$ cat src/rtl/regfile_if.sv
// Bus bundle between the pipeline (decode/writeback/debug) and the register file.
interface regfile_if #(
    parameter int DATA_W = 32,
    parameter int ADDR_W = 5,
    parameter int CNT_W  = 32
);
    logic              we_i;
    logic [ADDR_W-1:0] waddr_i;
    logic [DATA_W-1:0] wdata_i;
    logic              re1_i;
    logic [ADDR_W-1:0] raddr1_i;
    logic [DATA_W-1:0] rdata1_o;
    logic              re2_i;
    logic [ADDR_W-1:0] raddr2_i;
    logic [DATA_W-1:0] rdata2_o;
    logic              dbg_req_i;
    logic [ADDR_W-1:0] dbg_addr_i;
    logic              dbg_ack_o;
    logic [DATA_W-1:0] dbg_data_o;
    logic [CNT_W-1:0]  wr_cnt_o;

    modport master (
        output we_i, waddr_i, wdata_i,
        output re1_i, raddr1_i, re2_i, raddr2_i,
        output dbg_req_i, dbg_addr_i,
        input  rdata1_o, rdata2_o, dbg_ack_o, dbg_data_o, wr_cnt_o
    );

    modport slave (
        input  we_i, waddr_i, wdata_i,
        input  re1_i, raddr1_i, re2_i, raddr2_i,
        input  dbg_req_i, dbg_addr_i,
        output rdata1_o, rdata2_o, dbg_ack_o, dbg_data_o, wr_cnt_o
    );
endinterface

$ cat src/rtl/regfile.sv
// 2R/1W register file with write-to-read bypass, $0 hardwired to zero,
// a req/ack debug read port and a retired-write counter.
module regfile #(
    parameter int DATA_W = 32,
    parameter int ADDR_W = 5,
    parameter int NREG   = 32,
    parameter int CNT_W  = 32
) (
    input  logic       clk,
    input  logic       rst,
    regfile_if.slave   bus
);

    typedef enum logic [0:0] {
        DBG_IDLE = 1'b0,
        DBG_ACK  = 1'b1
    } dbg_state_e;

    logic [DATA_W-1:0] regs_q [NREG];
    logic [DATA_W-1:0] regs_d [NREG];
    logic [CNT_W-1:0]  wr_cnt_q, wr_cnt_d;
    dbg_state_e        state_q, state_d;
    logic              ack_q, ack_d;
    logic [DATA_W-1:0] dbg_data_q, dbg_data_d;
    logic              wr_commit_s;
    logic [DATA_W-1:0] rdata1_s, rdata2_s;

    // Shared read rule: disabled or $0 reads give zero, a same-cycle write wins.
    function automatic logic [DATA_W-1:0] read_val(
        input logic              en,
        input logic [ADDR_W-1:0] addr,
        input logic [DATA_W-1:0] stored,
        input logic              we,
        input logic [ADDR_W-1:0] waddr,
        input logic [DATA_W-1:0] wdata
    );
        logic [DATA_W-1:0] v;
        if (!en || (addr == {ADDR_W{1'b0}})) begin
            v = {DATA_W{1'b0}};
        end else if (we && (waddr == addr)) begin
            v = wdata;
        end else begin
            v = stored;
        end
        return v;
    endfunction

    // Read ports; held at zero while reset is asserted.
    always_comb begin
        rdata1_s = {DATA_W{1'b0}};
        rdata2_s = {DATA_W{1'b0}};
        if (!rst) begin
            rdata1_s = {DATA_W{1'b0}};
            rdata2_s = {DATA_W{1'b0}};
        end else begin
            rdata1_s = read_val(bus.re1_i, bus.raddr1_i, regs_q[bus.raddr1_i],
                                bus.we_i, bus.waddr_i, bus.wdata_i);
            rdata2_s = read_val(bus.re2_i, bus.raddr2_i, regs_q[bus.raddr2_i],
                                bus.we_i, bus.waddr_i, bus.wdata_i);
        end
    end

    // Writeback commit and retired-write counter.
    always_comb begin
        regs_d      = regs_q;
        wr_cnt_d    = wr_cnt_q;
        wr_commit_s = bus.we_i && (bus.waddr_i != {ADDR_W{1'b0}});
        if (wr_commit_s) begin
            regs_d[bus.waddr_i] = bus.wdata_i;
            wr_cnt_d            = wr_cnt_q + {{(CNT_W-1){1'b0}}, 1'b1};
        end else begin
            wr_cnt_d = wr_cnt_q;
        end
        regs_d[0] = {DATA_W{1'b0}};
    end

    // Debug FSM: capture in IDLE, single ack cycle in ACK.
    always_comb begin
        state_d    = state_q;
        ack_d      = 1'b0;
        dbg_data_d = dbg_data_q;
        case (state_q)
            DBG_IDLE: begin
                if (bus.dbg_req_i) begin
                    dbg_data_d = read_val(1'b1, bus.dbg_addr_i, regs_q[bus.dbg_addr_i],
                                          bus.we_i, bus.waddr_i, bus.wdata_i);
                    state_d    = DBG_ACK;
                    ack_d      = 1'b1;
                end else begin
                    state_d = DBG_IDLE;
                end
            end
            DBG_ACK: begin
                state_d = DBG_IDLE;
            end
            default: begin
                state_d = DBG_IDLE;
            end
        endcase
    end

    // State registers.
    always_ff @(posedge clk or negedge rst) begin
        if (!rst) begin
            for (int i = 0; i < NREG; i++) begin
                regs_q[i] <= {DATA_W{1'b0}};
            end
            wr_cnt_q   <= {CNT_W{1'b0}};
            state_q    <= DBG_IDLE;
            ack_q      <= 1'b0;
            dbg_data_q <= {DATA_W{1'b0}};
        end else begin
            regs_q     <= regs_d;
            wr_cnt_q   <= wr_cnt_d;
            state_q    <= state_d;
            ack_q      <= ack_d;
            dbg_data_q <= dbg_data_d;
        end
    end

    assign bus.rdata1_o   = rdata1_s;
    assign bus.rdata2_o   = rdata2_s;
    assign bus.dbg_ack_o  = ack_q;
    assign bus.dbg_data_o = dbg_data_q;
    assign bus.wr_cnt_o   = wr_cnt_q;

endmodule

$ cat src/flat_wrapper.sv
// flat-port wrapper written by rule: the top's interface ports become plain ports
module regfile_flat 
#(
    parameter int DATA_W = 32,
    parameter int ADDR_W = 5,
    parameter int NREG   = 32,
    parameter int CNT_W  = 32
)
  (clk, rst, bus_we_i, bus_waddr_i, bus_wdata_i, bus_re1_i, bus_raddr1_i, bus_re2_i, bus_raddr2_i, bus_dbg_req_i, bus_dbg_addr_i, bus_rdata1_o, bus_rdata2_o, bus_dbg_ack_o, bus_dbg_data_o, bus_wr_cnt_o);
  regfile_if #(.DATA_W(DATA_W), .ADDR_W(ADDR_W), .CNT_W(CNT_W)) bus_i ();
  input  logic clk;
  input  logic rst;
  input wire logic [$bits(bus_i.we_i)-1:0] bus_we_i;
  input wire logic [$bits(bus_i.waddr_i)-1:0] bus_waddr_i;
  input wire logic [$bits(bus_i.wdata_i)-1:0] bus_wdata_i;
  input wire logic [$bits(bus_i.re1_i)-1:0] bus_re1_i;
  input wire logic [$bits(bus_i.raddr1_i)-1:0] bus_raddr1_i;
  input wire logic [$bits(bus_i.re2_i)-1:0] bus_re2_i;
  input wire logic [$bits(bus_i.raddr2_i)-1:0] bus_raddr2_i;
  input wire logic [$bits(bus_i.dbg_req_i)-1:0] bus_dbg_req_i;
  input wire logic [$bits(bus_i.dbg_addr_i)-1:0] bus_dbg_addr_i;
  output wire logic [$bits(bus_i.rdata1_o)-1:0] bus_rdata1_o;
  output wire logic [$bits(bus_i.rdata2_o)-1:0] bus_rdata2_o;
  output wire logic [$bits(bus_i.dbg_ack_o)-1:0] bus_dbg_ack_o;
  output wire logic [$bits(bus_i.dbg_data_o)-1:0] bus_dbg_data_o;
  output wire logic [$bits(bus_i.wr_cnt_o)-1:0] bus_wr_cnt_o;
  assign bus_i.we_i = bus_we_i;
  assign bus_i.waddr_i = bus_waddr_i;
  assign bus_i.wdata_i = bus_wdata_i;
  assign bus_i.re1_i = bus_re1_i;
  assign bus_i.raddr1_i = bus_raddr1_i;
  assign bus_i.re2_i = bus_re2_i;
  assign bus_i.raddr2_i = bus_raddr2_i;
  assign bus_i.dbg_req_i = bus_dbg_req_i;
  assign bus_i.dbg_addr_i = bus_dbg_addr_i;
  assign bus_rdata1_o = bus_i.rdata1_o;
  assign bus_rdata2_o = bus_i.rdata2_o;
  assign bus_dbg_ack_o = bus_i.dbg_ack_o;
  assign bus_dbg_data_o = bus_i.dbg_data_o;
  assign bus_wr_cnt_o = bus_i.wr_cnt_o;
  regfile #(.DATA_W(DATA_W), .ADDR_W(ADDR_W), .NREG(NREG), .CNT_W(CNT_W)) u_core (.clk(clk), .rst(rst), .bus(bus_i));
endmodule
$ cat config.mk
export PLATFORM = sky130hd
export DESIGN_NAME = regfile_flat
export DESIGN_NICKNAME = d
export VERILOG_FILES = /design/src/rtl/regfile_if.sv /design/src/rtl/regfile.sv /design/src/flat_wrapper.sv
export SDC_FILE = /design/constraint.sdc
export NUM_CORES = 2
export LEC_CHECK = 0
export CAP_MARGIN = 20
export CELL_PAD_IN_SITES_DETAIL_PLACEMENT = 1
export CELL_PAD_IN_SITES_GLOBAL_PLACEMENT = 1
export CORE_MARGIN = 1
export CORE_UTILIZATION = 35
export CTS_BUF_LIST = sky130_fd_sc_hd__clkbuf_4
export DETAILED_ROUTE_END_ITERATION = 12
export MAX_ROUTING_LAYER = met4
export PLACE_DENSITY_LB_ADDON = 0.1
export SKIP_LAST_GASP = 1
export SLEW_MARGIN = 20
export SYNTH_ARGS = -nofsm -noshare
export SYNTH_HDL_FRONTEND = slang
export SYNTH_SLANG_ARGS = --single-unit
$ cat constraint.sdc
create_clock -name clk -period 3.2 [get_ports clk]
set_input_delay 0.32 -clock clk [delete_from_list [all_inputs] [get_ports clk]]
set_output_delay 0.32 -clock clk [all_outputs]
set_load 0.02 [all_outputs]
==> metrics.yaml <==
status:
  status: "finished with violations"
  violations: "negative setup slack"
pwr:
  power_uw: 44000
  internal-power_uw: 29400
  comb_power_share_pct: 28.0
  p_per_area_nw_per_um2: 556
  netSwitchingFraction_pct: 33.3
  p_clk_share_pct: 29.9
  p_switching_uw: 14700
  ir_drop_mv: 0.347
  pwr-share-seq_pct: 42.1
  p_leak_uw: 0.0333
synthesis:
  avgSynthCellArea_um2: 12.3
  yosys-top-cells-area: "dfrtp_1 41%, mux4_2 20%, mux2_2 14%"
  yosysTopAreaCell: "dfrtp_1"
  synth_enable_flop_cells: 0
  ys_seq_area_share_pct: 41.1
  synth-main-ff-cell: "dfrtp_1"
  synthesis.nets: 5285
  ys_ff_latch: 1057
  synth_cells: 5226
  synth_top_area_share_pct: 41.1
  yosys_warnings: 0
  synthArstFlopShare_pct: 100
  synth_cell_types: 48
  netlist_area_um2: 64400
worst_setup_path:
  cp_slowest_cell: "mux4_2"
  cp_num_buf_inv: 1
  cp-start-kind: "flip-flop"
  cp_cell_sequence: "mux4_2 -> mux2i_1 -> nand2_1 -> o311ai_4 -> o221ai_4 -> buf_6"
  crit_type: "flip-flop to output pin"
  endpoint: "bus_rdata1_o[6]"
  worstPathRequired_ns: 2.88
  cp_top_family: "multiplexers"
  r2r_setup_slack_ns: 0.50
  cpPeakStageDelay_ns: 0.48
  critPathLaunch: "u_core.regs_q[262]$_DFFE_PN0P_"
  worst-path-stages: 6
  critPathArrivalTime_ns: 3.15
  critical_path.max_fanout: 4
  worstReg2RegStart: "u_core.bus.dbg_ack_o$_DFF_PN0_"
  r2r_end: "u_core.bus.dbg_data_o[30]$_DFFE_PN0P_"
  rr_worst_depth: 6
  endpoint_kind: "output pin"
route:
  routed-via-count: 51702
  routedWlPerCell_um: 34.0
  ant_nets: 0
  first_pass_iters: 5
  drtIter0Drc: 4190
  drt_wl_total_um: 287000
  viasPerCell: 6.13
  drc: 0
placed_design:
  port_buffers: 186
  globalplace.congestion: 0.874
  place_hpwl_um: 182000
clock_tree:
  ctsRootBufferMaster: "clkbuf_4"
  h-tree-depth: 5
  clkSinkCount: 1057
  tritoncts: "yes"
  clkTransAtPathRegs_ns: 0.07
  cts_buffers: 337
  clkLatencyLatePin_ns: 1.36
  clockBufferDepth: 4
sta:
  rsz0062_at_grt: "yes"
  post-route-period-util_pct: 109
  clock_skew_ns: 0.104
  period_minus_slack_ns: 3.47
  report.final.hold_viol_count: 0
  slew_headroom_pct: 26.0
  worst_pin_slew_ns: 1.10
  slew_violations: 0
  setup_ws_ns: -0.274
  clock.fmax_ghz: 0.288
  setup_viol: 64
  finalSetupTns_ns: -11.53
final_layout:
  final_nets: 5838
  syn2layout_area_growth_pct: 22.9
  nFillCells: 19075
  final_common_cell: "dfrtp_1"
  layout_common_cells: "1057 x dfrtp_1, 782 x mux2_2, 576 x mux4_2, 484 x nand2_1, 461 x clkbuf_4"
  drive_gt1_share_pct: 46.1
die:
  start_util_pct: 35.2
  core-area_um2: 183000
  fp.dieW_um: 431
  ios: 187
  fp-row-count: 157
  chipHeight_um: 431
  die_area_um2: 186000
global_route:
  grt_first_pass_wirelength_um: 412000
  grt_pass1_vias: 53437
  antenna_found_initial: 8
  grt_usage_pct: 31.8
  gr-total-overflow: 0
  grt_max_degree: 146
min_path:
  hp-class: "input pin to flip-flop"
run:
  maxCapViolations: 0
## per-layer routing
layer | track usage [%] | wire length (µm) | vias up
met2 | 49.3 | 135000 | 1978
met3 | 4.81 | 16500 | 586
met1 | 41.8 | 123000 | 27928
met5 | - | 0 | -
li1 | - | - | 21210
met4 | 13.1 | 12600 | 0
## power groups by stage
stage / sequential (µW) / clock [µW] / combinational (µW)
after global routing: 18900 / 14300 / 13200
after floorplan: 17900 / 0 / 7570
after CTS: 18400 / 13600 / 12100
final: 18500 / 13200 / 12300
after detailed placement: 18700 / 0 / 11300
after global placement: 18500 / 0 / 11100
## cells in the mapped netlist (74+ instances only)
master	n
dfrtp_1	1057
mux2_2	826
mux4_2	576
nand2_1	509
o21ai_0	416
clkbuf_1	316
mux2i_1	290
nor2_1	223
buf_2	170
o221ai_1	95
o22ai_1	95
nor3_1	74
## worst min-delay path: stages
cell and delay (ns):
clkdlybuf4s50_1 0.62, buf_4 0.33, mux2_2 0.28
## flip-flops by register name, indices dropped and copies added (netlist names)
name,cells
u_core.bus.dbg_ack_o,1
u_core.bus.dbg_data_o,32
u_core.bus.wr_cnt_o,32
u_core.regs_q,992
## logic make-up (layout without fill, tap and decap cells)
group                      count (synthesis)  after routing  synth area share [%]
AOI/OAI and AO/OA                        875            875                  8.41
adders and majority gates                  1              1                0.0194
other                                      0             13                     0
DFF                                     1057           1057                  41.1
and+or+nand+nor                          943            943                  6.22
xor gates and xnor gates                  46             46                 0.626
buffers and inverters                    606           1344                  4.41
muxes                                   1698           1698                  39.2
## stage by stage
step / hold WS (ns) / area, µm² / setup slack (ns) / utilization (%) / std cells
after floorplan: 0.0244 / 64400 / 0.870 / - / 5226
after global placement: 0.442 / 72300 / -0.386 / 39.6 / 7817
after detailed placement: 0.437 / 72300 / -0.349 / 39.6 / 7817
after CTS: 0.0848 / 78500 / -0.427 / 42.9 / 8406
after global routing: 0.152 / 79100 / -0.441 / 43.3 / 8435
final: 0.318 / 79100 / -0.274 / 43.3 / 8441
## layout make-up
| class | instances | area [µm²] | share of cell area, % |
|---|---|---|---|
| multi-input combinational | 3563 | 37500 | 47.4 |
| clock buffer | 461 | 3460 | 4.37 |
| clock inverter | 63 | 297 | 0.375 |
| inverter | 42 | 158 | 0.199 |
| sequential | 1057 | 26500 | 33.4 |
| tap | 2464 | 3080 | 3.90 |
| antenna | 13 | 32.5 | 0.0411 |
| timing repair buffer | 778 | 8180 | 10.3 |
## what timing repair did
| action | in CTS | in global routing |
|---|---|---|
| endpoints found under the hold margin | 1311 | 0 |
| pin swaps | 97 | 36 |
| cloned | 0 | 0 |
| buffers inserted | 34 | 23 |
| endpoints found under the setup margin | 64 | 64 |
| resized for setup | 544 | 85 |
| hold buffers | 47 | 0 |
## worst min path at each step
| stage | startpoint | end | slack (ns) | cells after the start |
|---|---|---|---|---|
| 2_1_floorplan | rst | u_core.bus.dbg_ack_o$_DFF_PN0_ | 0.02 | 0 |
| 3_3_place_gp | rst | u_core.regs_q[248]$_DFFE_PN0P_ | 0.44 | 2 |
| 3_5_place_dp | rst | u_core.regs_q[248]$_DFFE_PN0P_ | 0.44 | 2 |
| 4_1_cts | bus_wdata_i[16] | u_core.bus.dbg_data_o[16]$_DFFE_PN0P_ | 0.08 | 4 |
| 5_1_grt | bus_wdata_i[16] | u_core.regs_q[240]$_DFFE_PN0P_ | 0.15 | 3 |
| 6_report | bus_wdata_i[16] | u_core.regs_q[368]$_DFFE_PN0P_ | 0.32 | 3 |
(Power assumes the default switching activity.)
